`src/rtl/irq_hub.sv`:
```
// irq_hub: masked, prioritised interrupt receiver with CPU req/ack/done handshake (optional IRQ_SYNC_EN input synchronizer)
module irq_hub #(
    parameter int N = 6
) (
    input  logic         clk,
    input  logic         reset,
    input  logic [N-1:0] dev_irq,
    input  logic [1:0]   addr,
    input  logic         WE,
    input  logic [31:0]  Din,
    output logic [31:0]  Dout,
    output logic         int_req,
    input  logic         int_ack,
    input  logic         int_done
);
    typedef enum logic [1:0] {IDLE, REQ, SERVICE} state_t;
    state_t       state;
    logic [N-1:0] mask, pending, irq_prev, irq_in, active, wclr, ackclr;
    logic         ge, em, ge_off, ack_ok, unused_din;
    logic [4:0]   cause_id, winner;
`ifdef IRQ_SYNC_EN
    logic [N-1:0] sync1, sync2;
    // two-flop synchronizer for device lines from other clock domains
    always_ff @(posedge clk) begin
        if (!reset) begin
            sync1 <= '0;
            sync2 <= '0;
        end else begin
            sync1 <= dev_irq;
            sync2 <= sync1;
        end
    end
    assign irq_in = sync2;
`else
    assign irq_in = dev_irq;
`endif
    assign active     = pending & mask;
    assign ge_off     = WE && addr == 2'd3 && !Din[0];
    assign ack_ok     = state == REQ && int_ack && !ge_off;
    assign wclr       = (WE && addr == 2'd1) ? Din[N-1:0] : '0;
    assign ackclr     = (em && ack_ok) ? N'(1) << cause_id : '0;
    assign int_req    = state == REQ;
    assign unused_din = &{1'b0, Din[31:N]};
    // lowest set index of active wins
    always_comb begin
        winner = '0;
        for (int i = N - 1; i >= 0; i--) winner = active[i] ? 5'(i) : winner;
    end
    // bus read mux, unused bits read 0
    always_comb begin
        Dout = addr == 2'd0 ? 32'(mask) :
               addr == 2'd1 ? 32'(pending) :
               addr == 2'd2 ? {state != IDLE, 26'b0, cause_id} :
                              {30'b0, em, ge};
    end
    // registers, pending capture and edge history; a new edge beats a same-cycle clear
    always_ff @(posedge clk) begin
        if (!reset) begin
            mask     <= '0;
            pending  <= '0;
            irq_prev <= '0;
            ge       <= 1'b0;
            em       <= 1'b0;
        end else begin
            if (WE && addr == 2'd0) mask <= Din[N-1:0];
            if (WE && addr == 2'd3) begin
                ge <= Din[0];
                em <= Din[1];
            end
            pending  <= em ? (pending & ~wclr & ~ackclr) | (irq_in & ~irq_prev) : irq_in;
            irq_prev <= irq_in;
        end
    end
    // request handshake: disabling GE in REQ withdraws the request and overrides any ack
    always_ff @(posedge clk) begin
        if (!reset) begin
            state    <= IDLE;
            cause_id <= '0;
        end else begin
            case (state)
                IDLE: if (ge && |active) begin
                    state    <= REQ;
                    cause_id <= winner;
                end
                REQ: state <= ge_off ? IDLE : int_ack ? SERVICE : REQ;
                SERVICE: state <= int_done ? IDLE : SERVICE;
                default: state <= IDLE;
            endcase
        end
    end
endmodule
```
`config.mk`:
```
export PLATFORM = sky130hd
export DESIGN_NAME = irq_hub
export DESIGN_NICKNAME = d
export VERILOG_FILES = /design/src/rtl/irq_hub.sv
export SDC_FILE = /design/constraint.sdc
export NUM_CORES = 1
export LEC_CHECK = 0
export CAP_MARGIN = 20
export CORE_ASPECT_RATIO = 0.75
export CORE_MARGIN = 2
export CORE_UTILIZATION = 35
export DETAILED_ROUTE_END_ITERATION = 8
export PLACE_DENSITY = 0.76
export SLEW_MARGIN = 20
export SYNTH_ARGS = -nofsm -noshare
export SYNTH_HDL_FRONTEND = slang
export SYNTH_SLANG_ARGS = --single-unit
```
`constraint.sdc`:
```
create_clock -name clk -period 1.1 [get_ports clk]
set_input_delay 0.165 -clock clk [delete_from_list [all_inputs] [get_ports clk]]
set_output_delay 0.165 -clock clk [all_outputs]
set_load 0.01 [all_outputs]
```
==> results of run 1 <==
==> registers in the layout, indices dropped and copies added (netlist names) <==
name,count
mask,6
ge,1
cause_id,3
em,1
irq_prev,6
pending,6
state,2
==> cells by family after synthesis <==
logic type | after synthesis
muxes | 14
AOI/OAI and AO/OA | 28
and+or+nand+nor | 58
other | 1
buffers and inverters | 32
DFF | 25
==> final cells by class <==
class,instances,share of cell area [%]
repair buffers,59,24.9
clock buffers,4,2.26
flip-flops and latches,25,26.1
well taps,55,3.46
multi-input cells,125,43.2
==> per-stage QoR <==
stage | std cells | hold WS, ps
finish | 268 | 339
global route | 268 | 354
CTS | 268 | 337
detailed placement | 257 | 490
global placement | 257 | 475
floorplan | 182 | 303
==> routing by layer <==
| metal | GRT usage [%] | part of all wire, % | vias to the layer above | routed length [um] |
|---|---|---|---|---|
| li1 | - | - | 614 | - |
| met1 | 22.6 | 49 | 567 | 1730 |
| met2 | 23.6 | 44 | 41 | 1560 |
| met3 | 3.63 | 6.4 | 3 | 228 |
| met4 | 3.01 | 0.48 | 0 | 17 |
| met5 | 0 | 0 | - | 0 |
==> cell usage in the layout, fill, tap and decap left out, types with 2 or more instances in the layout <==
cell	count
dfxtp_1	13
buf_6	8
o21ai_1	2
a22o_1	5
a21boi_1	2
clkdlybuf4s50_1	14
clkbuf_8	3
nor2b_1	8
dlygate4sd2_1	2
mux2i_1	12
nand2_1	19
buf_4	27
dfxtp_4	2
buf_2	6
nand4b_1	2
nand3_2	3
a21oi_1	5
and2_1	6
dfxtp_2	10
mux4_2	2
nand3b_1	2
nor2_1	7
o21ai_0	2
conb_1	25
==> worst paths after layout <==
kind / startpoint / end / cells past startpoint
setup / recovery: ge / Dout[0] / 2
hold / removal: reset / irq_prev[1] / 2
setup reg to reg: state[0] / cause_id[0] / 4
hold reg to reg: irq_prev[0] / pending[0] / 2
==> power groups by stage <==
stage          Clock, mW  Combinational [mW]  Sequential [mW]
2_1_floorplan          0               0.224            0.977
3_3_place_gp           0               0.314            0.980
3_5_place_dp           0               0.318            0.982
4_1_cts            0.575               0.332            0.963
5_1_grt            0.607               0.364            0.964
6_report           0.559               0.336            0.960
==> timing repair <==
item / in CTS / in global routing
cloned: 0 / 0
gates resized for setup: 62 / 13
buffers inserted: 7 / 1
pin swaps: 12 / 5
setup endpoints to repair: 27 / 25
==> out/metrics.cfg, run 1 <==
[setup_path]
crit_family=multiplexers
worstPathCellList=mux4_2, buf_6
crit_path_start_kind=flip-flop
worstSetupPathType=reg -> out
arrival_ps=1220
path_max_fanout=3
worstSetupEndpointType=output port
slowest_delay_ps=470
crit_buf_inv=1
slowest_stage=mux4_2
critPathRequiredTime_ps=940
reg2reg_slack_ps=-270

[sta]
fin_setup_tns_ps=-2530
period_share_pct=125
finalMaxSlewViolations=0
finalSetupViolCount=16
fmax_mhz=725
finClkSkew_ps=8.12
fin_ws_ps=-280
rsz0062_at_grt=true
hold_viol=0
min_period_ps=1380

[die]
rows=20
die_w_um=78.5
initial_utilization_pct=36.1
core_um2=4030
dieArea_um2=4690
die_h_um=59.8
pin_count=78

[route]
routed_via_density=4.57
dr.pass1.iters=4
vias=1225
routed_wl_mm=3.54
wl_per_cell_um=13.2
drt-initial-drc-count=47
detail-route-antenna-nets=0
drc=0

[power]
power_frac_clock_pct=30.1
swShare_pct=25.9
powerDensity_nw_per_um2=932
seqPwrFrac_pct=51.8
total_power_mw=1.86
switchingPower_mw=0.480
p_int_mw=1.38
ir_drop_mv=0.482
pwr-share-comb_pct=18.1
leakage_nw=0.829

[clock_tree]
cts_hold_buf=0
clock-sinks=25
cts_made_buffers=3
clk_latency_ps=280
path_clk_slew_ps=90
max-clock-path-buffers=2
clockRootBuffer=clkbuf_8
cts_tree=built
h-tree-depth=1

[layout]
final_area_um2=1990
area_growth_syn_to_layout_pct=36.8
antennaDiodeCount=0
regArea_um2=520
multi_input_area_um2=861
nets=259
nFillCells=386
drive_above_1_share_pct=35.7
final_core_util_pct=49.4

[global_route]
grt_pass1_wl_mm=5.56
antenna_found_initial=0
overflow=0
gr-usage-all-layers_pct=15.5
grt_pass1_vias=1134
grt_max_degree=19

[logic_synthesis]
synthFlopType=dfxtp_1
synth.cell_area_um2=1460
syn_area_per_cell_um2=9.21
yosysMostFrequentCell=buf_4
synth-compound-area-share_pct=15.1
synth-edff-count=0
synth_fa_ha_area_share_pct=0
syn_inst=158
synthTopCellsByCount=buf_4, dfxtp_1, nand2_1, mux2i_1
synth-simple-area-share_pct=22.5
synth_xor_area_share_pct=0
yosys.area.top_type=dfxtp_1
synth_top_family_by_area=simple AND/OR/NAND/NOR gates
yosys-top-cells-area=dfxtp_1, buf_4, mux2i_1, nand2_1, mux4_1
synthMuxAreaShare_pct=11.9
yosys_register_bits=25
synthArstFlopShare_pct=0
seq_area_frac_synth_pct=34.4
synth_top_area_share_pct=34.4
netlist-cell-type-count=38
ys_warn_count=0

[run_status]
status=finished with violations
violations=negative setup slack

[flow_run]
maxCapViolations=0

[placed_design]
io_buffers=26
gp_congestion=0.842
place_ws_ps=-900
dpl-instance-area_um2=1840
hpwl_mm=2.56

[hold_path]
holdCritPathClass=in -> reg

Power figures use the tool's default switching activity.
==> inputs of run 2 (changes only) <==
--- a/config.mk
+++ b/config.mk
@@ -8,10 +8,10 @@
 export CAP_MARGIN = 20
 export CORE_ASPECT_RATIO = 0.75
 export CORE_MARGIN = 2
-export CORE_UTILIZATION = 35
+export CORE_UTILIZATION = 36
+export CTS_BUF_LIST = sky130_fd_sc_hd__clkbuf_8
 export DETAILED_ROUTE_END_ITERATION = 8
-export PLACE_DENSITY = 0.76
-export SLEW_MARGIN = 20
+export PLACE_DENSITY = 0.78
 export SYNTH_ARGS = -nofsm -noshare
 export SYNTH_HDL_FRONTEND = slang
 export SYNTH_SLANG_ARGS = --single-unit
==> run 2 against run 1 <==
The run still ends with negative setup slack left. Sequential cell count unchanged. First-iteration DRC count grew 53%. Count of clock-buffer cells in the layout is 1 lower. Critical path depth stayed put. Total power is 0.16% higher. Critical endpoint unchanged. Largest cell class unchanged. Largest power group unchanged.
==> out/metrics.cfg, run 2 (synthesized netlist as in run 1, its figures left out) <==
[die]
dieArea_um2=4570  ; was 4690 um2
core_um2=3760  ; was 4030 um2
rows=19  ; was 20
initial_utilization_pct=38.7  ; was 36.1%
pin_count=78  ; unchanged
die_h_um=59.1  ; was 59.8 um
die_w_um=77.4  ; was 78.5 um

[clock_tree]
h-tree-depth=1  ; unchanged
cts_tree=built  ; unchanged
clockRootBuffer=clkbuf_8  ; unchanged
clk_latency_ps=270  ; was 280 ps
clock-sinks=25  ; unchanged
max-clock-path-buffers=2  ; unchanged
path_clk_slew_ps=80  ; was 90 ps
cts_hold_buf=0  ; unchanged
cts_made_buffers=3  ; unchanged

[placed_design]
hpwl_mm=2.52  ; was 2.56 mm
place_ws_ps=-887  ; was -900 ps
gp_congestion=0.850  ; was 0.842
io_buffers=26  ; unchanged

[run_status]
status=finished with violations  ; unchanged
violations=negative setup slack  ; unchanged

[setup_path]
slowest_stage=mux4_2  ; unchanged
arrival_ps=1230  ; was 1220 ps
worstSetupPathType=reg -> out  ; unchanged
worstPathCellList=mux4_2, buf_2  ; was mux4_2, buf_6
crit-reg2reg-launch=ge  ; was state[0]
startpoint=pending[0]  ; was ge
critPathRequiredTime_ps=940  ; about the same
crit_family=multiplexers  ; unchanged
path_max_fanout=3  ; unchanged
worstSetupEndpointType=output port  ; unchanged
crit_buf_inv=1  ; unchanged
crit_path_start_kind=flip-flop  ; unchanged
slowest_delay_ps=460  ; was 470 ps

[hold_path]
holdCritPathClass=in -> reg  ; unchanged
hp-start=reset  ; unchanged

[layout]
nets=263  ; was 259
reg_top3=irq_prev x6, mask x6, pending x6  ; unchanged
multi_input_area_um2=835  ; was 861 um2
area_growth_syn_to_layout_pct=39.2  ; was 36.8%
antennaDiodeCount=0  ; unchanged
final_core_util_pct=53.9  ; was 49.4%
nFillCells=367  ; was 386
drive_above_1_share_pct=35.9  ; was 35.7%
mostFrequentLayoutCells=buf_4, conb_1, nand2_1  ; unchanged
final_common_cell=buf_4  ; unchanged
regArea_um2=519  ; was 520 um2

[sta]
fmax_mhz=719  ; was 725 MHz
finalMaxSlewViolations=0  ; unchanged
min_period_ps=1390  ; was 1380 ps
hold_viol=0  ; unchanged
rsz0062_at_grt=true  ; unchanged
period_share_pct=126  ; was 125%
finalSetupViolCount=15  ; was 16
finClkSkew_ps=3.09  ; was 8.12 ps
fin_ws_ps=-291  ; was -280 ps

[route]
wl_per_cell_um=13.1  ; was 13.2 um
routed_wl_mm=3.53  ; was 3.54 mm
drc=0  ; unchanged
detail-route-antenna-nets=0  ; unchanged
dr.pass1.iters=4  ; unchanged
vias=1250  ; was 1,225
routed_via_density=4.65  ; was 4.57
drt-initial-drc-count=72  ; was 47

[power]
total_power_mw=1.86  ; about the same
powerDensity_nw_per_um2=917  ; was 932 nW/um2
leakage_nw=0.866  ; was 0.829 nW
ir_drop_mv=0.610  ; was 0.482 mV

[global_route]
gr-usage-all-layers_pct=15.1  ; was 15.5%
antenna_found_initial=0  ; unchanged
overflow=0  ; unchanged
grt_pass1_wl_mm=5.33  ; was 5.56 mm
grt_max_degree=19  ; unchanged
grt_pass1_vias=1099  ; was 1,134

[flow_run]
maxCapViolations=0  ; unchanged

run 2: cell types whose count changed in the layout (fill, tap and decap cells not counted), sizes merged:
cell | before | now
buf | 41 | 47
clkbuf | 5 | 3
clkdlybuf4s15 | 1 | 0
inv | 0 | 1
run 2: report_power, final:
group          internal (mW)  switching [mW]
clock                  0.250           0.295
combinational          0.192           0.160
sequential             0.941          0.0198
run 2: area by class of cell:
| type | instances | share of cell area, % |
|---|---|---|
| multi-input combinational | 125 | 41.2 |
| timing repair buffer | 63 | 27.7 |
| sequential | 25 | 25.6 |
| tap | 52 | 3.21 |
| clock buffer | 3 | 2.04 |
| clock inverter | 1 | 0.185 |
run 2: through the flow:
step                      instance area, um2  instances  TNS (ps)  hold slack [ps]
after floorplan                         1550        182      -639              303
after global placement                  1840        251    -14280              473
after detailed placement                1840        251    -15040              479
after CTS                               1950        261     -2320              329
after global routing                    2030        269     -3590              339
final                                   2030        269     -2880              322
run 2: per-layer routing:
metal	routed length (um)	up-vias	track usage (%)	share of wire, %
met5	0	-	0	0
met4	31	0	2.81	0.88
met3	183	4	3.51	5.2
met2	1640	37	24.1	46
li1	-	624	-	-
met1	1680	585	21.2	47
run 2: worst register-to-register path, stage by stage, from the launching register on:
cell and delay, ps:
dfxtp_2 350, buf_6 90, or3b_4 390, a41oi_4 240, buf_4 160, o21a_1 90
run 2: final timing paths:
kind                 endpoint  slack (ps)  cells past startpoint
setup / recovery      Dout[0]        -290                      2
hold / removal    irq_prev[1]         320                      2
setup reg to reg     state[0]        -270                      5
hold reg to reg    pending[2]         500                      2
run 2: repair_timing:
action / 4_1_cts / 5_1_grt
cloned: 1 / 0
endpoints found under the setup margin: 27 / 19
pin swaps: 10 / 4
gates resized for setup: 66 / 9
buffers inserted: 5 / 8
==> inputs of run 3 (changes only) <==
==> constraint.sdc (replaced) <==
create_clock -name clk -period 1.2 [get_ports clk]
set_input_delay 0.12 -clock clk [delete_from_list [all_inputs] [get_ports clk]]
set_output_delay 0.12 -clock clk [all_outputs]
set_load 0.01 [all_outputs]
==> run 3 against run 2 <==
The run still ends with negative setup slack left. Sequential cell count did not move. Worst setup slack improved by 62 ps. Register-to-register slack improved by 40 ps. Wire length rose by 1.6%. Sequential share of layout area rose by 1.2 points. Via count fell by 3.7%. Non-clock buffer count fell by 11. Global-route usage rose by 1.2 points. Die area did not move. Count of clock-buffer cells in the layout did not move. Combinational power fell by 16%. Final cell count fell by 4.1%. Critical endpoint is now cause_id[0]. Largest cell class unchanged.
==> out/metrics.cfg, run 3 (synthesized netlist as in run 1, its figures left out) <==
[power]
leakage_nw=0.801  ; was 0.866 nW
powerDensity_nw_per_um2=870  ; was 917 nW/um2
ir_drop_mv=0.690  ; was 0.610 mV

[setup_path]
arrival_ps=1590  ; was 1230 ps
worstSetupEndpointType=flip-flop  ; was output port
startpoint=ge  ; was pending[0]
crit-reg2reg-launch=ge  ; unchanged
crit_buf_inv=2  ; was 1
crit_path_start_kind=flip-flop  ; unchanged
critPathRequiredTime_ps=1360  ; was 940 ps
slowest_delay_ps=400  ; was 460 ps
crit_family=simple AND/OR/NAND/NOR gates  ; was multiplexers
worstPathCellList=buf_6, or3b_4, a41oi_4, buf_4, o21ai_1  ; was mux4_2, buf_2
slowest_stage=or3b_4  ; was mux4_2
path_max_fanout=5  ; was 3
worstSetupPathType=reg -> reg  ; was reg -> out

[sta]
finalMaxSlewViolations=0  ; unchanged
whs_ps=179  ; was 322 ps
rsz0062_at_grt=true  ; unchanged
fmax_mhz=700
hold_viol=0  ; unchanged
finClkSkew_ps=4.92  ; was 3.09 ps
finalSetupViolCount=12  ; was 15
period_share_pct=119
min_period_ps=1430
fin_ws_ps=-229  ; was -291 ps

[route]
wl_per_cell_um=13.9  ; was 13.1 um
routed_via_density=4.67  ; was 4.65
drc=0  ; unchanged
dr.pass1.iters=4  ; unchanged
drt-initial-drc-count=70  ; was 72
routed_wl_mm=3.59  ; was 3.53 mm
vias=1204  ; was 1,250
detail-route-antenna-nets=0  ; unchanged

[global_route]
gr-usage-all-layers_pct=16.3  ; was 15.1%
antenna_found_initial=0  ; unchanged
grt_pass1_vias=1074  ; was 1,099
grt_max_degree=19  ; unchanged
overflow=0  ; unchanged
grt_pass1_wl_mm=5.70  ; was 5.33 mm

[die]
dieArea_um2=4570  ; unchanged
initial_utilization_pct=38.7  ; unchanged
die_w_um=77.4  ; unchanged
pin_count=78  ; unchanged
core_um2=3760  ; unchanged
rows=19  ; unchanged
die_h_um=59.1  ; unchanged

[clock_tree]
path_clk_slew_ps=90  ; was 80 ps
clock-sinks=25  ; unchanged
cts_made_buffers=3  ; unchanged
max-clock-path-buffers=2  ; unchanged
h-tree-depth=1  ; unchanged
cts_hold_buf=0  ; unchanged
cts_tree=built  ; unchanged
clockRootBuffer=clkbuf_8  ; unchanged
clk_latency_ps=270  ; about the same

[placed_design]
io_buffers=26  ; unchanged
hpwl_mm=2.60  ; was 2.52 mm
gp_congestion=0.871  ; was 0.850

[hold_path]
hp-start=reset  ; unchanged
holdCritPathClass=in -> reg  ; unchanged

[layout]
reg_top3=irq_prev x6, mask x6, pending x6  ; unchanged
nets=252  ; was 263
antennaDiodeCount=0  ; unchanged
final_core_util_pct=51.3  ; was 53.9%
mostFrequentLayoutCells=conb_1, buf_4, nand2_1  ; was buf_4, conb_1, nand2_1
area_growth_syn_to_layout_pct=32.3  ; was 39.2%
drive_above_1_share_pct=32.0  ; was 35.9%
final_common_cell=conb_1  ; was buf_4

[run_status]
status=finished with violations  ; unchanged
violations=negative setup slack  ; unchanged

[flow_run]
maxCapViolations=0  ; unchanged

-- run 3: final cells by class --
cell class,count,area [um2]
well taps,52,65.1
fillers,367,1830
clock inverters,1,3.75
clock buffers,3,41.3
repair buffers,52,457
multi-input cells,125,842
flip-flops and latches,25,517
-- run 3: path summary, 6_finish.rpt --
path,endpoint,slack [ps],cells past startpoint
worst max-delay path,cause_id[0],-230,5
worst min-delay path,irq_prev[1],180,2
worst max register to register,cause_id[0],-230,5
worst min register to register,state[1],500,2
-- run 3: stage by stage --
| stage | setup WS (ps) | total power, mW | cell area [um2] | instances | TNS (ps) |
|---|---|---|---|---|---|
| 3_3_place_gp | -673 | 1.18 | 1810 | 249 | -10250 |
| 6_report | -229 | 1.67 | 1930 | 258 | -1300 |
| 2_1_floorplan | 0.594 | 1.10 | 1550 | 182 | 0 |
| 5_1_grt | -257 | 1.76 | 1930 | 258 | -1760 |
| 3_5_place_dp | -683 | 1.18 | 1810 | 249 | -10830 |
| 4_1_cts | -169 | 1.68 | 1890 | 256 | -974 |
-- run 3: repair_timing --
action | 4_1_cts | 5_1_grt
setup endpoints to repair | 27 | 17
cloned | 1 | 0
buffers inserted | 2 | 2
pin swaps | 10 | 2
gates resized for setup | 52 | 13
-- run 3: layer usage --
layer	vias to the layer above	global-route usage, %	wire [um]
li1	598	-	-
met1	548	23.6	1690
met3	4	4.12	268
met2	54	24.5	1600
met5	-	0	0
met4	0	3.83	25
-- run 3: where the power goes --
group          leakage (nW)  internal, mW  total, mW  switching (mW)
combinational         0.563         0.153      0.296           0.143
clock                0.0269         0.229      0.494           0.265
sequential            0.210         0.864      0.884          0.0196
total                 0.801          1.25       1.67           0.427
